<file path="src/rtl/spi_pkg.sv">
// spi_pkg
//   Definitions shared by the SPI peripherals (spi_s_main, spi_m_main):
//   - register offsets from the block base address
//   - CTRL and STATUS bit positions
//   - spi_mode_t {cpol, cpha}
//   - the transfer FSM state type
//   - the data width of the serial byte
package spi_pkg;

  localparam int DATA_W = 8;

  // Register offsets from the block base address
  localparam logic [31:0] CTRL_OFF   = 32'h0000_0000;
  localparam logic [31:0] STATUS_OFF = 32'h0000_0004;
  localparam logic [31:0] TXDATA_OFF = 32'h0000_0008;
  localparam logic [31:0] RXDATA_OFF = 32'h0000_000c;

  // CTRL bit positions
  localparam int CTRL_EN   = 0;
  localparam int CTRL_CPHA = 1;
  localparam int CTRL_CPOL = 2;

  // STATUS bit positions
  localparam int ST_RX_VALID = 0;
  localparam int ST_RX_FULL  = 1;
  localparam int ST_BUSY     = 2;
  localparam int ST_TX_UNF   = 3;
  localparam int ST_RX_OVF   = 4;

  // Packed so {cpol, cpha} lines up with CTRL[2:1]
  typedef struct packed {
    logic cpol;
    logic cpha;
  } spi_mode_t;

  typedef enum logic {
    S_IDLE,
    S_ACTIVE
  } spi_state_t;

endpackage

</file>
<file path="src/rtl/spi_rx_fifo.sv">
// spi_rx_fifo
//   Synchronous FIFO that holds received bytes until software reads them.
//   Behaviour:
//   - A pop on an empty FIFO is ignored.
//   - A push on a full FIFO is dropped, unless a pop happens in the same
//     cycle. In that case the pop frees a slot first, so the push lands.
//   Ports:
//     clk, reset_n  clock, synchronous active-low reset
//     flush         empties the FIFO (pointers and count back to zero)
//     push, data    write a byte
//     pop           discard the head entry
//     head          current head entry (not meaningful while empty)
//     full, empty   occupancy flags
module spi_rx_fifo
  import spi_pkg::*;
#(
  parameter int DEPTH = 4
) (
  input  logic              clk,
  input  logic              reset_n,
  input  logic              flush,
  input  logic              push,
  input  logic              pop,
  input  logic [DATA_W-1:0] data,
  output logic [DATA_W-1:0] head,
  output logic              full,
  output logic              empty
);

  localparam int AW = $clog2(DEPTH);
  localparam logic [AW:0] FULL_CNT = (AW+1)'(DEPTH);

  logic [DATA_W-1:0] mem [DEPTH];
  logic [AW-1:0]     wr_ptr, rd_ptr;
  logic [AW:0]       count;
  logic              do_push, do_pop;

  // A pop only happens when there is something to pop.
  // A push needs a free slot, or a slot freed by a pop in the same cycle.
  assign do_pop  = pop && (count != '0);
  assign do_push = push && ((count != FULL_CNT) || do_pop);

  assign head  = mem[rd_ptr];
  assign full  = (count == FULL_CNT);
  assign empty = (count == '0);

  // Storage is not reset; the pointers alone decide what is valid
  always_ff @(posedge clk) begin
    if (do_push) mem[wr_ptr] <= data;
  end

  // Pointers wrap naturally because DEPTH is a power of two
  always_ff @(posedge clk) begin
    if (!reset_n || flush) begin
      wr_ptr <= '0;
      rd_ptr <= '0;
      count  <= '0;
    end else begin
      if (do_push) wr_ptr <= wr_ptr + AW'(1);
      if (do_pop)  rd_ptr <= rd_ptr + AW'(1);
      case ({do_push, do_pop})
        2'b10:   count <= count + (AW+1)'(1);
        2'b01:   count <= count - (AW+1)'(1);
        default: ;
      endcase
    end
  end

endmodule

</file>
<file path="src/rtl/spi_s_main.sv">
// spi_s_main
//   Memory-mapped SPI subordinate (target) peripheral.
//   CS, SCK and DIN are oversampled on clk. The block shifts bytes MSB-first
//   in all four CPOL/CPHA modes. Received bytes queue in an RX FIFO; each
//   transmitted byte comes from a one-byte holding register.
//   Ports:
//     clk, reset_n   clock, synchronous active-low reset
//     addr           bus address; only ADDR+0x00..0x0c decode
//     wdata, wr      bus write data and single-cycle write strobe
//     rd             single-cycle read strobe
//     rdata, rvalid  read data, valid the cycle after rd
//     cs             chip select from the master, active low
//     sck            serial clock from the master
//     din            MOSI
//     dout           MISO, held at 1 whenever idle
module spi_s_main
  import spi_pkg::*;
#(
  parameter logic [31:0] ADDR     = 32'h0000_0000,
  parameter int          RX_DEPTH = 4,
  parameter int          SYNC     = 2
) (
  input  logic        clk,
  input  logic        reset_n,
  input  logic [31:0] addr,
  input  logic [31:0] wdata,
  input  logic        wr,
  input  logic        rd,
  output logic [31:0] rdata,
  output logic        rvalid,
  input  logic        cs,
  input  logic        sck,
  input  logic        din,
  output logic        dout
);

  logic [SYNC-1:0] cs_sync, sck_sync, din_sync;
  logic            cs_d, sck_d, cs_s, sck_s, din_s;
  logic            cs_fall, cs_rise, sck_rise, sck_fall;

  spi_state_t  state;
  spi_mode_t   act_mode, ctrl_mode;
  logic        ctrl_en;
  logic [2:0]  bit_cnt;
  logic [7:0]  tx_shift, tx_hold, tx_next;
  logic [6:0]  rx_shift;
  logic [7:0]  rx_byte, rx_head;
  logic        tx_full, tx_unf, rx_ovf, rx_full, rx_empty;

  logic        sel_ctrl, sel_status, sel_tx, sel_rx;
  logic        wr_ctrl, wr_status, wr_tx, rx_pop, flush;
  logic        leading, trailing, start, sample, shift_edge, byte_done;
  logic        tx_load, tx_take, unf_evt, ovf_evt;
  logic [31:0] rd_mux;
  logic        unused_wdata;

  // Pin synchronizers plus one more stage for edge detection. These flops
  // are deliberately not reset: they follow the pins. So if CS is held low
  // through a reset, no false CS fall appears afterwards, and the next
  // transaction starts only on a real CS fall.
  always_ff @(posedge clk) begin
    cs_sync  <= {cs_sync[SYNC-2:0], cs};
    sck_sync <= {sck_sync[SYNC-2:0], sck};
    din_sync <= {din_sync[SYNC-2:0], din};
    cs_d     <= cs_sync[SYNC-1];
    sck_d    <= sck_sync[SYNC-1];
  end

  assign cs_s     = cs_sync[SYNC-1];
  assign sck_s    = sck_sync[SYNC-1];
  assign din_s    = din_sync[SYNC-1];
  assign cs_fall  = cs_d && !cs_s;
  assign cs_rise  = !cs_d && cs_s;
  assign sck_rise = !sck_d && sck_s;
  assign sck_fall = sck_d && !sck_s;

  // Address decode and bus strobes
  assign sel_ctrl   = (addr == ADDR + CTRL_OFF);
  assign sel_status = (addr == ADDR + STATUS_OFF);
  assign sel_tx     = (addr == ADDR + TXDATA_OFF);
  assign sel_rx     = (addr == ADDR + RXDATA_OFF);
  assign wr_ctrl    = wr && sel_ctrl;
  assign wr_status  = wr && sel_status;
  assign wr_tx      = wr && sel_tx;
  assign rx_pop     = rd && sel_rx;

  // Dropping EN flushes the FIFO and aborts any transfer in the same cycle
  assign flush = wr_ctrl && ctrl_en && !wdata[CTRL_EN];

  // Leading edge = SCK moving away from its CPOL idle level.
  // Serial events are masked while CS rises or EN drops, so an abort wins
  // over a coincident sample.
  assign leading    = act_mode.cpol ? sck_fall : sck_rise;
  assign trailing   = act_mode.cpol ? sck_rise : sck_fall;
  assign start      = (state == S_IDLE) && ctrl_en && cs_fall && !flush;
  assign sample     = (state == S_ACTIVE) && !cs_rise && !flush &&
                      (act_mode.cpha ? trailing : leading);
  assign shift_edge = (state == S_ACTIVE) && !cs_rise && !flush &&
                      (act_mode.cpha ? leading : trailing);
  assign byte_done  = sample && (bit_cnt == 3'd7);
  assign rx_byte    = {rx_shift, din_s};

  // The TX shifter reloads at CS fall and at every byte boundary.
  // If the holding register is empty, it reloads with zero and flags underrun.
  assign tx_load = start || byte_done;
  assign tx_next = tx_full ? tx_hold : 8'h00;
  assign tx_take = tx_load && tx_full;
  assign unf_evt = tx_load && !tx_full;

  // A full FIFO still accepts a push when a pop happens in the same cycle
  assign ovf_evt = byte_done && rx_full && !rx_pop;

  spi_rx_fifo #(.DEPTH(RX_DEPTH)) u_rx_fifo (
    .clk     (clk),
    .reset_n (reset_n),
    .flush   (flush),
    .push    (byte_done),
    .pop     (rx_pop),
    .data    (rx_byte),
    .head    (rx_head),
    .full    (rx_full),
    .empty   (rx_empty)
  );

  // Transfer FSM.
  // - Mode is latched at start, so CTRL writes during a transfer take effect
  //   at the next one.
  // - CPHA=0 puts bit 7 on DOUT right at CS fall, then shifts on trailing edges.
  // - CPHA=1 waits for the first leading edge to drive bit 7.
  // - Losing CS mid-byte throws away the partial RX bits.
  always_ff @(posedge clk) begin
    if (!reset_n) begin
      state    <= S_IDLE;
      act_mode <= '0;
      bit_cnt  <= '0;
      tx_shift <= '0;
      rx_shift <= '0;
      dout     <= 1'b1;
    end else if (flush || (state == S_ACTIVE && cs_rise)) begin
      state   <= S_IDLE;
      bit_cnt <= '0;
      dout    <= 1'b1;
    end else begin
      case (state)
        S_IDLE: begin
          dout <= 1'b1;
          if (start) begin
            state    <= S_ACTIVE;
            act_mode <= ctrl_mode;
            bit_cnt  <= '0;
            if (!ctrl_mode.cpha) begin
              dout     <= tx_next[7];
              tx_shift <= {tx_next[6:0], 1'b0};
            end else begin
              tx_shift <= tx_next;
            end
          end
        end
        S_ACTIVE: begin
          if (sample) begin
            rx_shift <= {rx_shift[5:0], din_s};
            bit_cnt  <= bit_cnt + 3'd1;
          end
          if (shift_edge) begin
            dout     <= tx_shift[7];
            tx_shift <= {tx_shift[6:0], 1'b0};
          end
          if (byte_done) tx_shift <= tx_next;
        end
        default: state <= S_IDLE;
      endcase
    end
  end

  // Register file.
  // - A new TXDATA write refills the holding register even in the cycle the
  //   old byte is taken.
  // - For the W1C flags, a new event in the same cycle as the clear keeps the
  //   flag set.
  always_ff @(posedge clk) begin
    if (!reset_n) begin
      ctrl_en   <= 1'b0;
      ctrl_mode <= '0;
      tx_hold   <= '0;
      tx_full   <= 1'b0;
      tx_unf    <= 1'b0;
      rx_ovf    <= 1'b0;
      rdata     <= '0;
      rvalid    <= 1'b0;
    end else begin
      if (wr_ctrl) begin
        ctrl_en   <= wdata[CTRL_EN];
        ctrl_mode <= {wdata[CTRL_CPOL], wdata[CTRL_CPHA]};
      end
      if (wr_tx) tx_hold <= wdata[7:0];
      tx_full <= wr_tx || (tx_full && !tx_take);
      tx_unf  <= unf_evt || (tx_unf && !(wr_status && wdata[ST_TX_UNF]));
      rx_ovf  <= ovf_evt || (rx_ovf && !(wr_status && wdata[ST_RX_OVF]));
      rvalid  <= rd;
      rdata   <= rd ? rd_mux : '0;
    end
  end

  // Read mux. Reading RXDATA while the FIFO is empty returns zero.
  always_comb begin
    rd_mux = '0;
    if (sel_ctrl) begin
      rd_mux[CTRL_EN]   = ctrl_en;
      rd_mux[CTRL_CPHA] = ctrl_mode.cpha;
      rd_mux[CTRL_CPOL] = ctrl_mode.cpol;
    end else if (sel_status) begin
      rd_mux[ST_RX_VALID] = !rx_empty;
      rd_mux[ST_RX_FULL]  = rx_full;
      rd_mux[ST_BUSY]     = !cs_s;
      rd_mux[ST_TX_UNF]   = tx_unf;
      rd_mux[ST_RX_OVF]   = rx_ovf;
    end else if (sel_tx) begin
      rd_mux[7:0] = tx_hold;
    end else if (sel_rx) begin
      rd_mux[7:0] = rx_empty ? 8'h00 : rx_head;
    end
  end

  assign unused_wdata = ^wdata[31:8];

endmodule
</file>
<file path="config.mk">
export PLATFORM = sky130hd
export DESIGN_NAME = spi_s_main
export DESIGN_NICKNAME = d
export VERILOG_FILES = /design/src/rtl/spi_pkg.sv /design/src/rtl/spi_rx_fifo.sv /design/src/rtl/spi_s_main.sv
export SDC_FILE = /design/constraint.sdc
export NUM_CORES = 1
export LEC_CHECK = 0
export ABC_AREA = 1
export ABC_CLOCK_PERIOD_IN_PS = 4600
export CAP_MARGIN = 25
export CORE_ASPECT_RATIO = 1.5
export CORE_UTILIZATION = 40
export DETAILED_ROUTE_END_ITERATION = 16
export GPL_TIMING_DRIVEN = 0
export PLACE_DENSITY = 0.66
export SLEW_MARGIN = 20
export SYNTH_ARGS = -nofsm -noshare
export SYNTH_HDL_FRONTEND = slang
export SYNTH_SLANG_ARGS = --single-unit
</file>
<file path="constraint.sdc">
create_clock -name clk -period 4.6 [get_ports clk]
set_input_delay 1.38 -clock clk [delete_from_list [all_inputs] [get_ports clk]]
set_output_delay 1.38 -clock clk [all_outputs]
set_load 0.005 [all_outputs]
</file>
Yosys cells after proc, flatten, opt, wreduce, memory -nomap -nowiden:

Memory sizes are Yosys's and may differ from the RTL's. A register that Yosys moved wholly into a read port is not among the register bits.
Cells that the tools add are included.

* reductions and logical operators: 63
* add/sub/neg operators: 5
* muxes and demuxes: 29
* equal/unequal tests: 12
* bitwise gates (word level): 4

Operators by type and width (number)
* 32-bit by 4-bit equality test with 1-bit output (second input constant): 2
* 8-bit 2-to-1 mux: 8
* 32-bit by 3-bit equality test with 1-bit output (second input constant): 1
* 32-bit zero test: 1
* 1-bit logical AND: 30
* 8-bit one-hot mux with 2 select lines: 1
* 1-bit zero test: 14
* 3-bit one-hot mux with 2 select lines: 2
* 1-bit 2-to-1 mux: 11
* 3-bit 2-to-1 mux: 3
* 3-bit AND reduction: 3
* 1-bit logical OR: 7
* 3-bit by 1-bit adder with 3-bit output (second input constant): 2
* 3-bit equality test (second input constant): 2
* 5-bit 2-to-1 mux: 1
* 2-bit by 1-bit adder with 2-bit output (second input constant): 2
* 2-bit 2-to-1 mux: 2
* 2-bit by 1-bit != test with 1-bit output (second input constant): 2
* 1-bit NOT: 4
* 2-bit AND reduction: 2
* 4-bit OR reduction: 1
* 3-bit zero test: 1
* 3-bit by 1-bit != test with 1-bit output (second input constant): 1
* 3-bit != test (second input constant): 1
* other kinds (9): 9

* bits of input ports: 71
* bits in writable memories: 32
* memories: 1
* bits in registers: 84
* output and inout port bits: 34

Memories
* u_rx_fifo.mem: words 4, width 8, read ports 1, clocked after Yosys merged registers in 1, write ports 1, RTL line spi_rx_fifo.sv:33 `logic [DATA_W-1:0] mem [DEPTH];`

Longest topological paths before layout:

Gate-level depths: netlist of run 1.

* word-level depth: 13
* depth in mapped cells: 15

By module:

From an unflattened synthesis of run 1, not the netlist that was laid out.

* cells, all modules: 558
* area, all modules: 4533.1 µm²

By module, submodules not included
* spi_s_main: instances 1, cells each 413, area an instance 2795.2 µm²
* spi_rx_fifo: instances 1, cells each 145, area an instance 1737.9 µm²

Worst setup path before layout of run 1:

Ideal clock, no wire load.

* path kind: input -> register
* from: input port addr[31]
* to: memory u_rx_fifo.mem[0][0] (enable)
* stages on the path: 11
* data required time: 4.229 ns
* arrival: 2.721 ns
* setup time: 0.371 ns
* buffers on the path: 0
* path slack: 1.508 ns
* cells stage by stage: nor2_1 > nand2_1 > nor2_1 > nand2_2 > nor2_1 > nand3_1 > inv_2 > nor2_2 > nor2_4 > inv_2 > nor2_1

* cells in the longest elaborated chain, start to end: 11
* elaborated cells between the ends (all ways): 15
* those cells by class: eq/ne (1); mux (2); reduce/logical (12)

RTL lines
* start: declaration: RTL line spi_s_main.sv:25 `input logic [31:0] addr,`
* 32-bit zero test: RTL line spi_s_main.sv:78 `assign sel_ctrl = (addr == ADDR + CTRL_OFF);`
* 1-bit logical AND: RTL line spi_s_main.sv:82 `assign wr_ctrl = wr && sel_ctrl;`
* 1-bit logical AND (2 in series): RTL line spi_s_main.sv:88 `assign flush = wr_ctrl && ctrl_en && !wdata[CTRL_EN];`
* 1-bit zero test: RTL line spi_s_main.sv:96 `assign sample = (state == S_ACTIVE) && !cs_rise && !flush &&`
* 1-bit logical AND (2 in series): RTL line spi_s_main.sv:96
* 1-bit logical AND: RTL line spi_s_main.sv:100 `assign byte_done = sample && (bit_cnt == 3'd7);`
* 1-bit logical AND (*): RTL line spi_rx_fifo.sv:41 `assign do_push = push && ((count != FULL_CNT) || do_pop);`
* 1-bit 2-to-1 mux (*): RTL line spi_rx_fifo.sv:49 `if (do_push) mem[wr_ptr] <= data;`
* 1-bit 2-to-1 mux (not written as such) (*): RTL line spi_rx_fifo.sv:49
* end: declaration: RTL line spi_rx_fifo.sv:33

Mark *: on every way between the ends. The rest lies on a longest branch, timed or not.

Worst setup path after layout of run 1:

* from: input port addr[1]
* to: memory u_rx_fifo.mem[3][3] (enable)

Same word-level chain as after synthesis.

==> impl_results.md, run 1 <==
* Clock sink count at 94
* Routed Antenna Nets at 0
* Post-CTS setup buffer count at 0
* Met2 Use GR at 0.366
* DRT Wirelength at 10500 um
* Hold WS at ~0.33 ns
* Leak at 2.25 nW
* Vias at 3753
* Post-layout util at 0.520
* Outcome: finished, final reports clean
* Sequential share of the synthesized area at 0.497
* Yosys warns at 0
* # H-tree levels at 3
* Setup TNS after final layout at 0 ns
* Final Cell Area at 5560 um^2
* Worst-Skew Late Latency at about 0.35 ns
* Fin. Hold Viols at 0
* CP max stage delay at roughly 0.63 ns
* Critical-path maximum fanout at 8
* DR pass1 iterations at 5
* Die X at 88.0 um
* Routability congestion estimate at 0.880
* WP data required at 4.57 ns
* Initial core utilization at 0.414
* Total Nets Final at 710
* Max Root-Sink Buffers at 2
* Initial DRC count at 200
* Final Max Tran Viols at 0
* Comb power frac at 0.053
* RSZ-0062 raised after global routing: no
* Setup violators final at 0
* Die span in y at 131 um
* Largest net degree at the start of global routing at 18
* Share of cells above drive strength 1 at 0.108
* Max cap viols at 0
* CTS hold repair buffers at 0
* Achievable Freq at 270 MHz
* Syn_area_per_cell at 8.18 um^2
* I/O pin cnt at 105
* Pwr per Cell Area at 305 nW/um^2
* Distinct cells, synth at 41
* Int Pwr at 1.34 mW
* Crit. End Element: register
* M1 GR Usage at 0.198
* Worst VDD drop at 0.192 mV
* Drc violations at 0
* Worst slack, placed at 0.457 ns
* Crit-path most repeated cell: nor2_1
* Vias in the first global route at 3659
* PostCTS Resize Cnt at 0
* Fraction of power spent switching nets at 0.212
* Core area at 10700 um^2
* Yosys top cell area share at 0.280
* Share of power burned in registers at 0.507
* Post-DP HPWL at 8020 um
* Synth area leader: dfxtp_1
* Fin Clk Skew at approximately 0.0091 ns
* Gr ovfl total at 0
* Synth Register Bits at 94
* Net Sw Power at 0.360 mW
* Row count at 46
* Slew headroom at 0.450
* CTS Buf Count at 9
* Final total power at 1.70 mW
* Initial antenna violation count at 0
* Antenna cells at 0
* Critical path startpoint category: input port
* Slowest-stage cell, CP: nor2_1
* Non-Filler Instances at around 800
* Hold crit path type: reg2reg
* Clock network power share at 0.440
* DP Area at 5260 um^2
* GR peak layer: met2
* Cells along the critical path: clkdlybuf4s50_1 -> nor2_4 -> nand3_1 -> nor2_1 -> nand2_1 -> nor2_1 -> nand3_1 -> inv_2 -> nor2_2 -> nor2_4 -> inv_2 -> nor2_1
* Area contributors post-synth: dfxtp_1 (28%), edfxtp_1 (22%), nand2_1 (8.6%)
* Tmin final at around 3.7 ns
* DR vias/cell at 4.81
* Layout area overhead at 25.4%
* CTS root buffer: clkbuf_16
* Arr. time, crit path at 3.68 ns
* Die area at roughly 12000 um^2
* WL/cell at between 10 and 15 um
* Setup CP Type: in2reg
* Global-route usage over all layers at 0.198
* First-pass GRT wire length at ~17000 um
* Cells after synthesis at 542
* Fin worst setup slack at around 0.9 ns
* IO buf count at 56
* Met3 usage at 0.0433
* Placed instance count at 765
* Worst slew pin tran at about 0.82 ns
* CTS tree: done
* Synthesized area at 4430 um^2
* Clock transition at path regs at 0.06 ns
* Part of the cycle the worst path needs at 0.806
[registers in the layout, summed over array words and instances, names as in the netlist, 2 cells and up, named ones only]
signal / count
act_mode: 2
bit_cnt: 3
cs_sync: 2
ctrl_mode: 2
din_sync: 2
rdata: 8
rx_shift: 7
sck_sync: 2
tx_hold: 8
tx_shift: 8
u_rx_fifo.count: 3
u_rx_fifo.mem: 32
u_rx_fifo.rd_ptr: 2
u_rx_fifo.wr_ptr: 2
[Yosys cell counts]
library cell and n:
or3_1 1, a22oi_1 7, a22o_1 2, a21oi_1 50, nand3_1 36, a32oi_1 1
nand3_2 1, dfxtp_1 62, o21a_1 1, or2_2 1, a21oi_2 1, buf_6 1
buf_4 24, inv_1 56, inv_4 1, a221o_1 3, nand4_1 4, nor2_2 2
nand2_2 7, o21ai_1 2, nand2_4 3, nor2_1 78, conb_1 1, ha_1 6
o21ai_0 25, o211ai_1 2, nand3_4 2, edfxtp_1 32, clkinv_1 1, clkbuf_1 7
o22ai_1 3, nor2_4 4, nor3_1 2, nand2_1 102, inv_2 4, a211oi_1 1
a21o_1 1, a31oi_1 1, buf_2 2, nand4_4 1, fa_1 1
[cells by family after synthesis]
family | synth area share
fa+ha+maj | 0.0214
other cells | 0.000846
flops | 0.497
buf+inv | 0.104
compound gates | 0.128
simple gates | 0.249
[worst paths after layout]
check / startpoint / end / slack (ns) / depth (start not counted)
min reg2reg: sck_sync[0]$_DFF_P_ / sck_sync[1]$_DFF_P_ / 0.33 / 0
min: sck_sync[0]$_DFF_P_ / sck_sync[1]$_DFF_P_ / 0.33 / 0
max: addr[1] / u_rx_fifo.mem[3][3]$_DFFE_PP_ / 0.89 / 12
max reg2reg: sck_sync[1]$_DFF_P_ / u_rx_fifo.mem[3][3]$_DFFE_PP_ / 2.10 / 10
[routing by layer]
metal / part of all wire / up-vias
met4: 0.032 / 0
li1: - / 1918
met3: 0.037 / 25
met1: 0.40 / 1720
met5: 0 / -
met2: 0.53 / 90
[placed cells by master, fill, tap and decap left out, types with 4 or more instances in the layout]
| cell | count |
|---|---|
| nand2_1 | 102 |
| nor2_1 | 78 |
| dfxtp_1 | 62 |
| inv_1 | 56 |
| clkdlybuf4s50_1 | 56 |
| a21oi_1 | 50 |
| nand3_1 | 36 |
| edfxtp_1 | 32 |
| o21ai_0 | 25 |
| buf_4 | 24 |
| conb_1 | 24 |
| clkbuf_16 | 9 |
| clkbuf_1 | 8 |
| nand2_2 | 7 |
| a22oi_1 | 7 |
| ha_1 | 6 |
| nor2_4 | 4 |
| inv_2 | 4 |
| nand4_1 | 4 |
[area by class of cell]
| class | instances | area [um^2] |
|---|---|---|
| buffer | 34 | 228 |
| clock buffer | 10 | 229 |
| clock inverter | 6 | 71.3 |
| fill | 1006 | 5140 |
| inverter | 62 | 235 |
| multi-input combinational | 375 | 1860 |
| sequential | 94 | 2200 |
| tap | 144 | 180 |
| timing repair buffer | 56 | 561 |
[critical path: cells and delay by family]
family / cells / cell delay, ns
buf+inv: 3 / 0.65
simple gates: 9 / 1.63
[power by group through the flow]
stage          sequential (mW)  combinational (mW)  clock, mW
4_1_cts                  0.859              0.0900      0.762
3_5_place_dp             0.878              0.0897          0
6_report                 0.859              0.0907      0.746
3_3_place_gp             0.878              0.0888          0
2_1_floorplan            0.877              0.0399          0
5_1_grt                  0.859               0.100      0.796
Power figures use the tool's default switching activity.
==> run 2, diff against run 1 <==
Settings changed: ABC_CLOCK_PERIOD_IN_PS 4600 to 3000, PLACE_DENSITY 0.66 to 0.69.
Clock period 4.6 ns to 3 ns, I/O delays scaled along.
==> impl_results.md, run 2 (same netlist as run 1, synthesis figures left out) <==
* Critical path startpoint category: input port (unchanged)
* Max Root-Sink Buffers at 2 (unchanged)
* WP data required at 3.23 ns (was 4.57 ns)
* Total Nets Final at 714 (was 710)
* Achievable Freq at 350 MHz
* Antenna cells at 0 (unchanged)
* Initial antenna violation count at 0 (unchanged)
* DP Area at 5260 um^2 (unchanged)
* Fin Clk Skew at 0.00463 ns (was 0.00911 ns)
* Setup CP Type: in2reg (unchanged)
* Gr ovfl total at 0 (unchanged)
* Routability congestion estimate at 0.847 (was 0.880)
* Worst VDD drop at 0.343 mV (was 0.192 mV)
* Leak at 2.28 nW (was 2.25 nW)
* CTS Buf Count at 9 (unchanged)
* Layout area overhead at 27.6% (was 25.4%)
* Most frequent cells in the layout: nand2_1 (102), nor2_1 (71), dfxtp_1 (62) (was nand2_1 (102), nor2_1 (78), dfxtp_1 (62))
* Outcome: finished, final reports clean (unchanged)
* Part of the cycle the worst path needs at 0.952
* Tmin final at between 2 and 3 ns
* Register-to-register setup slack at 0.71 ns (was 2.10 ns)
* Start point of the worst hold path: sck_sync[0]$_DFF_P_ (unchanged)
* Most flop-heavy register: u_rx_fifo.mem (unchanged)
* Final Cell Area at 5660 um^2 (was 5560 um^2)
* Largest register FFs at 32 (unchanged)
* Non-Filler Instances at 785 (was 781)
* Setup TNS after final layout at 0 ns (unchanged)
* Die span in y at 131 um (unchanged)
* CTS tree: done (unchanged)
* Initial DRC count at 201 (was 200)
* Max cap viols at 0 (unchanged)
* IO buf count at 56 (unchanged)
* DR pass1 iterations at 5 (unchanged)
* # H-tree levels at 3 (unchanged)
* Arr. time, crit path at 3.08 ns (was 3.68 ns)
* Fin. Hold Viols at 0 (unchanged)
* Worst slack, placed at -0.626 ns (was 0.457 ns)
* First-pass GRT wire length at 16400 um (was 17000 um)
* Core area at 10700 um^2 (unchanged)
* Final Max Tran Viols at 0 (unchanged)
* WL/cell at 13.4 um (about the same)
* Drc violations at 0 (unchanged)
* Worst Hold Path EP: sck_sync[1]$_DFF_P_ (unchanged)
* Crit. End Element: register (unchanged)
* Worst-Skew Late Latency at 0.34 ns (was 0.35 ns)
* Largest net degree at the start of global routing at 16 (was 18)
* Reg2Reg Launch Point: sck_sync[1]$_DFF_P_ (unchanged)
* Slew headroom at 0.611 (was 0.450)
* RSZ-0062 raised after global routing: yes (was no)
* Global-route usage over all layers at 0.189 (was 0.198)
* Initial core utilization at 0.414 (unchanged)
* Pwr per Cell Area at 468 nW/um^2 (was 305 nW/um^2)
* Hold depth at 0 (unchanged)
* Die X at 88.0 um (unchanged)
* Worst slew pin tran at 0.584 ns (was 0.822 ns)
* Vias in the first global route at 3577 (was 3659)
* Row count at 46 (unchanged)
* Reg2reg end: u_rx_fifo.count[2]$_SDFFE_PP0P_ (was u_rx_fifo.mem[3][3]$_DFFE_PP_)
* Clock transition at path regs at 0.06 ns (about the same)
* Hold crit path type: reg2reg (unchanged)
* DRT Wirelength at 10500 um (about the same)
* Routed Antenna Nets at 0 (unchanged)
* Setup violators final at 0 (unchanged)
* I/O pin cnt at 105 (unchanged)
* Share of cells above drive strength 1 at 0.126 (was 0.108)
* Die area at 11500 um^2 (unchanged)
* DR vias/cell at 4.90 (was 4.81)
* Most common cell after layout, fill and taps aside: nand2_1 (unchanged)
* Reg2reg path depth at 14 (was 10)
* Post-DP HPWL at 7970 um (was 8020 um)
* Vias at 3847 (was 3753)
* CTS root buffer: clkbuf_16 (unchanged)
* Fin worst setup slack at 0.145 ns (was 0.895 ns)
* Critical-path maximum fanout at 6 (was 8)
* Placed instance count at 765 (unchanged)
* Clock sink count at 94 (unchanged)
[run 2: how the worst max path moves through the flow]
stage	cells after the start	from	to
6_report	15	addr[28]	u_rx_fifo.count[2]$_SDFFE_PP0P_
2_1_floorplan	11	addr[31]	u_rx_fifo.mem[0][0]$_DFFE_PP_
3_3_place_gp	12	addr[28]	u_rx_fifo.mem[2][7]$_DFFE_PP_
5_1_grt	15	addr[31]	u_rx_fifo.count[2]$_SDFFE_PP0P_
3_5_place_dp	12	addr[28]	u_rx_fifo.mem[3][7]$_DFFE_PP_
4_1_cts	12	addr[28]	u_rx_fifo.mem[2][2]$_DFFE_PP_
[run 2: metal layers]
metal	share of wire	routed length, um	up-vias	GRT usage
met5	0	0	-	0
met4	0.037	390	0	0.111
met3	0.074	777	26	0.0459
met2	0.52	5440	135	0.343
met1	0.37	3900	1763	0.193
li1	-	-	1923	-
[run 2: timing repair]
action                                  4_1_cts  5_1_grt
hold buffers                                  0        0
buffers inserted                              0        4
resized for setup                             5        9
endpoints found under the setup margin       32       34
gates cloned                                  0        0
pin swaps                                     0        1
hold endpoints to repair                      0        0
[run 2: critical path: stages]
cell	delay [ns]
clkdlybuf4s50_1	0.49
nor2_1	0.05
nand2_1	0.06
nor2_1	0.05
nand2_2	0.17
nor2_4	0.09
nand3_4	0.10
nand4_4	0.15
nand2_1	0.10
inv_1	0.07
fa_1	0.45
inv_1	0.07
nand2_1	0.06
a21oi_1	0.19
nor2_1	0.07
[run 2: through the flow]
stage / hold WS, ns / power [mW] / util
2_1_floorplan: 0.310 / 1.41 / -
3_3_place_gp: 0.311 / 1.48 / 0.491
3_5_place_dp: 0.313 / 1.48 / 0.491
4_1_cts: 0.328 / 2.66 / 0.522
5_1_grt: 0.332 / 2.73 / 0.529
6_report: 0.327 / 2.65 / 0.529
[run 2: power by group]
part	internal [mW]	switching, mW
combinational	0.0831	0.0572
sequential	1.31	0.00370
clock	0.724	0.468
total	2.12	0.529
[run 2: cell type report]
type                            instances  area (um^2)
Fill cell                             979         5050
Buffer                                 34          228
Sequential cell                        94         2200
Inverter                               62          235
Timing Repair Buffer                   60          591
Tap cell                              144          180
Clock inverter                          7         88.8
Clock buffer                            9          225
Multi-Input combinational cell        375         1910
